File: src/rtl/ddr_pkg.sv
// Shared definitions for the DDR port arbiter slice: FSM state encoding,
// MCB command instruction codes, frame buffer base addresses and small
// address/length helpers.
package ddr_pkg;

  typedef enum logic [3:0] {
    ST_CALIB    = 4'd0,
    ST_FLUSH    = 4'd1,
    ST_ARB      = 4'd2,
    ST_WR_FILL  = 4'd3,
    ST_WR_CMD   = 4'd4,
    ST_RD_CMD   = 4'd5,
    ST_RD_DRAIN = 4'd6
  } state_t;

  localparam logic [2:0] INSTR_WR = 3'b000;
  localparam logic [2:0] INSTR_RD = 3'b001;

  localparam logic [29:0] FRAME0 = 30'd0;
  localparam logic [29:0] FRAME1 = 30'd5242880;

  // MCB byte addresses are word aligned; low two bits are dropped.
  function automatic logic [29:0] word_align(input logic [29:0] a);
    return a & ~30'd3;
  endfunction

  // Burst length field is words-minus-one; 7 bits so 63 -> 64 fits.
  function automatic logic [6:0] burst_words(input logic [5:0] len);
    return {1'b0, len} + 7'd1;
  endfunction

endpackage

File: src/rtl/ddr_burst_counter.sv
// 7-bit load/decrement counter with zero flag, used by the arbiter to
// count write-fill words, read-drain pops and flush pops.
// Ports:
//   clk, reset     clock, asynchronous active-high reset
//   load, load_val load the count (has priority over dec)
//   dec            decrement by one (ignored at zero)
//   count, zero    current count and count==0 flag
module ddr_burst_counter (
  input  logic       clk,
  input  logic       reset,
  input  logic       load,
  input  logic [6:0] load_val,
  input  logic       dec,
  output logic [6:0] count,
  output logic       zero
);

  always_ff @(posedge clk or posedge reset) begin
    if (reset) begin
      count <= '0;
    end else if (load) begin
      count <= load_val;
    end else if (dec && (count != '0)) begin
      count <= count - 7'd1;
    end
  end

  assign zero = (count == '0);

endmodule

File: src/rtl/ddr_port_arbiter.sv
// Shares one 32-bit MCB user port between a render writer and a display
// reader. Reads have priority; after MAX_RD_RUN consecutive read grants
// with a write pending, one write grant is forced. After calibration the
// MCB read FIFO is flushed of stale words (e.g. from a reset mid-burst).
// Ports:
//   clk, reset, mem_calib_done           clock, async reset, MCB calib done
//   rd_req/addr/len, rd_ack, rd_data/valid display read requester
//   wr_req/addr/len, wr_ack, wr_data/pop   render write requester
//   p_cmd_*, p_wr_*, p_rd_*                MCB user port
//   busy, state_dbg                        status for LEDs
module ddr_port_arbiter
  import ddr_pkg::*;
#(
  parameter int MAX_RD_RUN  = 4,
  parameter int FLUSH_LIMIT = 63
) (
  input  logic        clk,
  input  logic        reset,
  input  logic        mem_calib_done,
  input  logic        rd_req,
  input  logic [29:0] rd_addr,
  input  logic [5:0]  rd_len,
  output logic        rd_ack,
  output logic [31:0] rd_data,
  output logic        rd_valid,
  input  logic        wr_req,
  input  logic [29:0] wr_addr,
  input  logic [5:0]  wr_len,
  output logic        wr_ack,
  input  logic [31:0] wr_data,
  output logic        wr_pop,
  output logic        p_cmd_en,
  output logic [2:0]  p_cmd_instr,
  output logic [5:0]  p_cmd_bl,
  output logic [29:0] p_cmd_byte_addr,
  input  logic        p_cmd_full,
  output logic        p_wr_en,
  output logic [31:0] p_wr_data,
  output logic [3:0]  p_wr_mask,
  input  logic        p_wr_full,
  input  logic        p_wr_empty,
  output logic        p_rd_en,
  input  logic [31:0] p_rd_data,
  input  logic        p_rd_empty,
  output logic        busy,
  output logic [3:0]  state_dbg
);

  localparam int RUN_W = $clog2(MAX_RD_RUN + 1);
  localparam logic [RUN_W-1:0] RUN_MAX = RUN_W'(MAX_RD_RUN);

  state_t            state;
  logic              calib_meta, calib_sync;
  logic [29:0]       addr_q;
  logic [5:0]        len_q;
  logic [RUN_W-1:0]  run;

  logic              rd_grant, wr_grant;
  logic              wr_beat, rd_beat, fl_beat, cmd_fire;
  logic              cnt_load, cnt_dec, cnt_zero, cnt_last;
  logic [6:0]        cnt_val, cnt;

  always_ff @(posedge clk or posedge reset) begin
    if (reset) begin
      calib_meta <= 1'b0;
      calib_sync <= 1'b0;
    end else begin
      calib_meta <= mem_calib_done;
      calib_sync <= calib_meta;
    end
  end

  assign rd_grant = (state == ST_ARB) && rd_req && !(wr_req && (run == RUN_MAX));
  assign wr_grant = (state == ST_ARB) && wr_req && !rd_grant;

  // FIFO strobes are qualified combinationally by full/empty so a stall
  // takes effect in the same cycle and no word is lost or over-popped.
  assign wr_beat  = (state == ST_WR_FILL)  && !p_wr_full  && !cnt_zero;
  assign rd_beat  = (state == ST_RD_DRAIN) && !p_rd_empty && !cnt_zero;
  assign fl_beat  = (state == ST_FLUSH)    && !p_rd_empty && !cnt_zero;
  assign cmd_fire = ((state == ST_WR_CMD) || (state == ST_RD_CMD)) && !p_cmd_full;

  assign cnt_load = rd_grant || wr_grant || ((state == ST_CALIB) && calib_sync);
  assign cnt_val  = (state == ST_CALIB) ? 7'(FLUSH_LIMIT) :
                    rd_grant            ? burst_words(rd_len) : burst_words(wr_len);
  assign cnt_dec  = wr_beat || rd_beat || fl_beat;
  assign cnt_last = (cnt == 7'd1);

  ddr_burst_counter u_cnt (
    .clk      (clk),
    .reset    (reset),
    .load     (cnt_load),
    .load_val (cnt_val),
    .dec      (cnt_dec),
    .count    (cnt),
    .zero     (cnt_zero)
  );

  assign p_wr_en         = wr_beat;
  assign wr_pop          = wr_beat;
  assign p_wr_data       = wr_beat ? wr_data : '0;
  assign p_wr_mask       = '0;
  assign p_rd_en         = rd_beat || fl_beat;
  assign p_cmd_en        = cmd_fire;
  assign p_cmd_instr     = (state == ST_RD_CMD) ? INSTR_RD : INSTR_WR;
  assign p_cmd_bl        = len_q;
  assign p_cmd_byte_addr = addr_q;
  assign state_dbg       = state;

  always_ff @(posedge clk or posedge reset) begin
    if (reset) begin
      state  <= ST_CALIB;
      rd_ack <= 1'b0;
      wr_ack <= 1'b0;
      busy   <= 1'b0;
      addr_q <= '0;
      len_q  <= '0;
      run    <= '0;
    end else begin
      rd_ack <= 1'b0;
      wr_ack <= 1'b0;
      busy   <= 1'b1;
      case (state)
        ST_CALIB: begin
          if (calib_sync) state <= ST_FLUSH;
        end
        ST_FLUSH: begin
          if (p_rd_empty && p_wr_empty) begin
            state <= ST_ARB;
            busy  <= 1'b0;
          end
        end
        ST_ARB: begin
          if (rd_grant) begin
            rd_ack <= 1'b1;
            addr_q <= word_align(rd_addr);
            len_q  <= rd_len;
            state  <= ST_RD_CMD;
            // The run only counts reads that overtook a pending write.
            if (!wr_req)              run <= '0;
            else if (run != RUN_MAX)  run <= run + 1'b1;
          end else if (wr_grant) begin
            wr_ack <= 1'b1;
            addr_q <= word_align(wr_addr);
            len_q  <= wr_len;
            run    <= '0;
            state  <= ST_WR_FILL;
          end else begin
            busy <= 1'b0;
            if (!wr_req) run <= '0;
          end
        end
        ST_WR_FILL: begin
          if (wr_beat && cnt_last) state <= ST_WR_CMD;
        end
        ST_WR_CMD: begin
          if (!p_cmd_full) begin
            state <= ST_ARB;
            busy  <= 1'b0;
          end
        end
        ST_RD_CMD: begin
          if (!p_cmd_full) state <= ST_RD_DRAIN;
        end
        ST_RD_DRAIN: begin
          if (rd_beat && cnt_last) begin
            state <= ST_ARB;
            busy  <= 1'b0;
          end
        end
        default: state <= ST_CALIB;
      endcase
    end
  end

  // Flush pops never reach the display side: only drain pops are echoed.
  always_ff @(posedge clk or posedge reset) begin
    if (reset) begin
      rd_valid <= 1'b0;
      rd_data  <= '0;
    end else begin
      rd_valid <= rd_beat;
      if (rd_beat) rd_data <= p_rd_data;
    end
  end

endmodule

File: config.mk
export PLATFORM = sky130hd
export DESIGN_NAME = ddr_port_arbiter
export DESIGN_NICKNAME = d
export VERILOG_FILES = /design/src/rtl/ddr_pkg.sv /design/src/rtl/ddr_burst_counter.sv /design/src/rtl/ddr_port_arbiter.sv
export SDC_FILE = /design/constraint.sdc
export NUM_CORES = 1
export LEC_CHECK = 0
export ABC_AREA = 0
export BUFFER_PORTS_ARGS = -buffer_cell sky130_fd_sc_hd__buf_4
export CAP_MARGIN = 20
export CORE_MARGIN = 5
export CORE_UTILIZATION = 46
export CTS_BUF_LIST = sky130_fd_sc_hd__clkbuf_4
export DETAILED_ROUTE_END_ITERATION = 16
export PLACE_DENSITY = 0.84
export SYNTH_ARGS = -nofsm -noshare
export SYNTH_HDL_FRONTEND = slang
export SYNTH_HIERARCHICAL = 1
export SYNTH_SLANG_ARGS = --single-unit
File: constraint.sdc
create_clock -name clk -period 6.6 [get_ports clk]
set_input_delay 0.33 -clock clk [delete_from_list [all_inputs] [get_ports clk]]
set_output_delay 0.33 -clock clk [all_outputs]
set_load 0.01 [all_outputs]
# --- After elaboration in Yosys (flattened, before gate mapping) ---
# Cells that the tools add are included.
# W data, S select, Z words.
totals:
  wordCells: 105
  output_inout_bits: 119
  reg_bits: 88
op_classes:
  eq_ne: 18
  n_mux: 34
  reduce_logical: 37
  n_addsub: 4
op_table:
  columns: ["operator", "count"]
  rows:
  - ["$mux W30", 2]
  - ["$mux W32", 1]
  - ["$mux W4", 8]
  - ["$mux W7", 4]
  - ["$pmux W4 S7", 1]
  - ["$logic_and A1 B1 Y1", 17]
  - ["$mux W3", 5]
  - ["$add A6 B1 Y7 const B", 2]
  - ["$eq A4 B3 Y1 const B", 3]
  - ["$mux W6", 2]
  - ["$mux W1", 10]
  - ["$eq A4 B2 Y1 const B", 2]
  - ["$eq A7 B1 Y1 const B", 1]
  - ["$logic_not A7 Y1", 1]
  - ["$reduce_and A7 Y1", 1]
  - ["$reduce_bool A7 Y1", 1]
  - ["$sub A7 B1 Y7 const B", 1]
  - ["$logic_not A1 Y1", 6]
  - ["$logic_or A1 B1 Y1", 6]
  - ["$ne A2 B1 Y1 const B", 3]
  - ["$ne A2 B2 Y1 const B", 3]
  - ["$ne A3 B3 Y1 const B", 2]
  - ["$eq A4 B1 Y1 const B", 1]
  - ["$logic_not A4 Y1", 1]
  - ["8 further kinds", 9]

# --- Longest topological paths before layout ---
logic_depth:
  ltp_word: 9
  ltp_mapped: 12
  depth_no_buf: 12

# --- By module ---
# Netlist, hierarchy kept.
by_module_without_submodules:
  columns: ["module", "cells_per_inst", "area_per_inst_um2", "seq_area_each_um2", "n_inst"]
  rows:
  - ["ddr_port_arbiter", 367, 3922.5, 1951.9, 1]
  - ["ddr_burst_counter", 58, 504.2, 175.2, 1]

# --- Least setup slack after synthesis ---
# OpenSTA, ideal clock, no wires.
synth_path:
  path_type: "reg-to-reg"
  start: "register u_cnt.count[0]"
  end: "register u_cnt.count[3]"
  required_time_ps: 6523
  path_slack_ps: 4134
  n_path_buf: 0
  stages_incl_launch_ff: 11
  arrival_time_ps: 2389
  cell_sequence: "dfrtp_1 > inv_1 > ha_1 > nand2b_1 > nor2_1 > or2_2 > nor2_1 > or2_2 > or4b_1 > a211o_2 > a21oi_1"
synth_via:
  elab_chain_len: 7
  elab_cells_between_ends: 13
synth_rtl:
  columns: ["item", "line", "text"]
  rows:
  - ["from (decl)", "ddr_burst_counter.sv:14", "output logic [6:0] count,"]
  - ["from (signal assigned)", "ddr_burst_counter.sv:22", "count <= load_val;"]
  - ["from (signal assigned)", "ddr_burst_counter.sv:24", "count <= count - 7'd1;"]
  - ["$logic_not A7 Y1 (*)", "ddr_burst_counter.sv:28", "assign zero = (count == '0);"]
  - ["net cnt_zero", "ddr_port_arbiter.sv:60", "logic cnt_load, cnt_dec, cnt_zero, cnt_last;"]
  - ["$logic_not A1 Y1 (*)", "ddr_port_arbiter.sv:78, ddr_port_arbiter.sv:79, ddr_port_arbiter.sv:80", null]
  - ["$logic_and A1 B1 Y1, on equally long branches", "ddr_port_arbiter.sv:78, ddr_port_arbiter.sv:79", null]
  - ["$logic_or A1 B1 Y1", "ddr_port_arbiter.sv:86", "assign cnt_dec = wr_beat || rd_beat || fl_beat;"]
  - ["$logic_or A1 B1 Y1 (*)", "ddr_port_arbiter.sv:86", null]
  - ["net cnt_dec", "ddr_port_arbiter.sv:60", null]
  - ["$logic_and A1 B1 Y1 (*)", "ddr_burst_counter.sv:23", "end else if (dec && (count != '0)) begin"]
  - ["$reduce_bool A2 Y1 (no line) (*)", null, null]
# The timed path passes the listed nets; every way through them passes the cells marked *. The select of a mux whose other input is x is not followed.
# A chain may end at the register's enable or synchronous reset.

# --- Worst setup path after layout ---
layout_path:
  start: "register state[2], in the netlist state_dbg[2]"
  end: "register u_cnt.count[4]"
layout_via:
  elab_cells_between_ends: 26
layout_rtl:
  columns: ["item", "line", "text"]
  rows:
  - ["from (decl)", "ddr_port_arbiter.sv:52", "state_t state;"]
  - ["from (signal assigned)", "ddr_port_arbiter.sv:112", "state <= ST_CALIB;"]
  - ["from (signal assigned)", "ddr_port_arbiter.sv:125", "if (calib_sync) state <= ST_FLUSH;"]
  - ["from (signal assigned)", "ddr_port_arbiter.sv:129", "state <= ST_ARB;"]
  - ["$eq A4 B2 Y1", "ddr_port_arbiter.sv:73", "assign rd_grant = (state == ST_ARB) && rd_req && !(wr_req && (run == RUN_MAX));"]
  - ["$logic_and A1 B1 Y1 (2 in series)", "ddr_port_arbiter.sv:73", null]
  - ["$mux W7", "ddr_port_arbiter.sv:85", "rd_grant ? burst_words(rd_len) : burst_words(wr_len);"]
  - ["$mux W7 (*)", "ddr_port_arbiter.sv:84", "assign cnt_val = (state == ST_CALIB) ? 7'(FLUSH_LIMIT) :"]
  - ["net cnt_val[4]", "ddr_port_arbiter.sv:61", "logic [6:0] cnt_val, cnt;"]
  - ["$mux W7 (*)", "ddr_burst_counter.sv:21", "end else if (load) begin"]
# The timed path passes the listed nets; every way through them passes the cells marked *.

==> results.sh <==
export IMPL_placed_cells=784
export IMPL_async_reset_ff_frac=1.00
export IMPL_timing_final_crit_share=0.523
export IMPL_irDropWorstVdd_mv=0.215
export IMPL_synth_warnings=6
export IMPL_highest_count_cells_in_the_layout_ignoring_fill_and_taps="255 x buf_4, 85 x dfrtp_1, 46 x nand2_1"
export IMPL_detailedRoute_firstPassIterationCount=4
export IMPL_postSynthAreaPerCell_sq_um=10.4
export IMPL_routed_via_count=4014
export IMPL_grt_util_all_layers=0.218
export IMPL_cts_root_buffer_cell="clkbuf_4"
export IMPL_hold_viol_final=0
export IMPL_internal_power_mw=1.49
export IMPL_timing_critical_path_to_type="flip-flop"
export IMPL_report_final_slew_viol_count=0
export IMPL_drt_iter0_drc=234
export IMPL_tritoncts="built"
export IMPL_initial_core_util=0.475
export IMPL_grt_start_max_net_pins=68
export IMPL_syn_cell_area_sq_mm=0.00443
export IMPL_max_slew_margin_rel=0.523
export IMPL_pwr_share_seq=0.376
export IMPL_diodes=0
export IMPL_post_synth_inst_count=425
export IMPL_setup_violations=0
export IMPL_global_route_wire_length_before_repair_mm=20.3
export IMPL_maxCapViolations=0
export IMPL_crit_arrival_ns=3.75
export IMPL_power_per_cell_area_mw_per_mm2=379
export IMPL_tritoncts_num_buffers=9
export IMPL_synth_cell_type_count=54
export IMPL_worst_skew_pair_latency_ns=0.43
export IMPL_synth_edff_count=0
export IMPL_routabilityCongestion=0.860
export IMPL_finalWorstPathRequiredPeriod_ns=3.45
export IMPL_number_of_placed_i_o_pins=264
export IMPL_worstMarginPinSlew_ns=0.715
export IMPL_clock_power_share=0.111
export IMPL_place_port_buffers=250
export IMPL_grt_remaining_overflow=0
export IMPL_layout_filler_cells=763
export IMPL_total_switching_power_mw=0.971
export IMPL_first_global_vias=4221
export IMPL_synth_ff_type="dfrtp_1"
export IMPL_hold_class="in -> reg"
export IMPL_worstSetupPathType="reg -> reg"
export IMPL_leakagePower_nw=3.47
export IMPL_outcome="finished, final reports clean"
export IMPL_dieHeight_um=108
export IMPL_die_area_sq_mm=0.0117
export IMPL_pre_cts_ws_ns=3.22
export IMPL_layout_commonest_cell="buf_4"
export IMPL_floorplan_core_area_sq_mm=0.00933
export IMPL_worstPathRequired_ns=6.90
export IMPL_via_density_per_instance=5.00
export IMPL_worst_slack_ns=3.15
export IMPL_synth_seq_cells=85
export IMPL_nNetsFinal=817
export IMPL_layoutNonFillerInstCount=802
export IMPL_worst_setup_hold_path_clk_slew_ns=0.16
export IMPL_max_freq_ghz=0.290
export IMPL_path_max_fanout=41
export IMPL_final_setup_skew_ns=0.0278
export IMPL_floorplan_rows=35
export IMPL_power_share_combinational=0.512
export IMPL_drc_errors=0
export IMPL_grt_setup_unrepaired="no"
export IMPL_critical_path_start_type="flip-flop"
export IMPL_seq_area_frac_synth=0.480
export IMPL_cts_path_max_buffers=2
export IMPL_place_detailed_hpwl_mm=10.3
export IMPL_post_cts_setup_buffers=0
export IMPL_power_share_switching=0.394
export IMPL_ant_nets=0
export IMPL_clkSinkCount=85
export IMPL_die_x_um=108
export IMPL_cts_resized_gates=0
export IMPL_detailed_route_wire_length_per_cell_um=16.2
export IMPL_power_total_mw=2.46
export IMPL_grt_antenna_before_repair=0
export IMPL_post_route_cells_drive_above_1_share=0.475
export IMPL_drt_wl_total_mm=13.0
export IMPL_total_negative_slack_ns=0
export IMPL_post_route_util=0.698
export IMPL_post_cts_hold_buffer_count=2
export IMPL_cts_htree_levels=3
export IMPL_layout_area_overhead_vs_synth_pct=47.0
==> final timing paths <==
kind                              start              to  slack, ns  cells past startpoint
hold / removal             p_rd_data[2]      rd_data[2]       0.12                      2
max in group asynchronous         reset    state_dbg[0]       5.10                      4
setup reg to reg           state_dbg[2]  u_cnt/count[4]       3.15                      9
setup / recovery           state_dbg[2]  u_cnt/count[4]       3.15                      9
hold reg to reg              calib_meta      calib_sync       0.38                      0
min in group asynchronous         reset  u_cnt/count[1]       0.42                      3
==> cells by family after synthesis <==
| family | after synthesis | share of synthesized area |
|---|---|---|
| and+or+nand+nor | 143 | 0.177 |
| DFF | 85 | 0.480 |
| muxes | 71 | 0.171 |
| AOI/OAI and AO/OA | 69 | 0.0938 |
| buffers and inverters | 45 | 0.0517 |
| xor gates and xnor gates | 7 | 0.0138 |
| adders and majority gates | 4 | 0.0113 |
| other | 1 | 0.000847 |
==> flip-flops by register name (all words and copies together) (netlist names) <==
register and count:
p_cmd_bl 6, p_cmd_byte_addr 28, rd_ack 1, calib_sync 1, busy 1, u_cnt/count 7, rd_data 32, run 3
calib_meta 1, wr_ack 1, state_dbg 3, rd_valid 1
==> synthesized netlist by cell type (5+ instances only) <==
cell,n,share of area
dfrtp_1,85,0.48
nand2_1,46,0.039
mux2_2,37,0.094
o21ai_0,36,0.041
mux2i_1,34,0.077
and2_1,33,0.047
inv_1,12,0.010
buf_4,11,0.019
clkbuf_1,11,0.0093
nor2_1,11,0.0093
buf_2,10,0.011
a21oi_1,8,0.0090
nand3_1,8,0.0090
nand4_1,6,0.0085
and3_1,5,0.0071
nand2b_1,5,0.0071
nor2b_1,5,0.0071
==> worst max-delay path: stages (launching register included) <==
cell and delay [ns]:
dfrtp_1 0.58, nor3b_4 0.54, nand3_4 0.65, mux2_2 0.54
ha_1 0.25, nand3_1 0.12, xor2_1 0.20, o211ai_1 0.14
nand2b_1 0.20, o31a_1 0.10
==> per-stage QoR <==
stage | hold slack [ns] | area [sq um]
after global routing | 0.0834 | 6510
after CTS | 0.0899 | 6510
after global placement | 0.305 | 6370
final | 0.116 | 6510
after floorplan | 0.133 | 4460
after detailed placement | 0.307 | 6370
==> power by group through the flow <==
stage	logic, mW	clock network (mW)	registers (mW)
2_1_floorplan	0.620	0	1.00
3_3_place_gp	1.24	0	0.922
3_5_place_dp	1.28	0	0.940
4_1_cts	1.28	0.284	0.929
5_1_grt	1.39	0.308	0.965
6_report	1.26	0.274	0.928
==> layer usage <==
metal	global-route usage	part of all wire
met5	0	0
met4	0.0658	0.018
met3	0.0657	0.094
met2	0.387	0.51
met1	0.253	0.37
==> final cells by class <==
cell class,count,area [sq um],area share
Clock inverter,7,55.1,0.00846
Clock buffer,9,67.6,0.0104
Timing Repair Buffer,257,1930,0.297
Sequential cell,85,2130,0.327
Tap cell,129,161,0.0248
Multi-Input combinational cell,303,2120,0.325
Inverter,12,46.3,0.00711
Power figures use the tool's default switching activity.
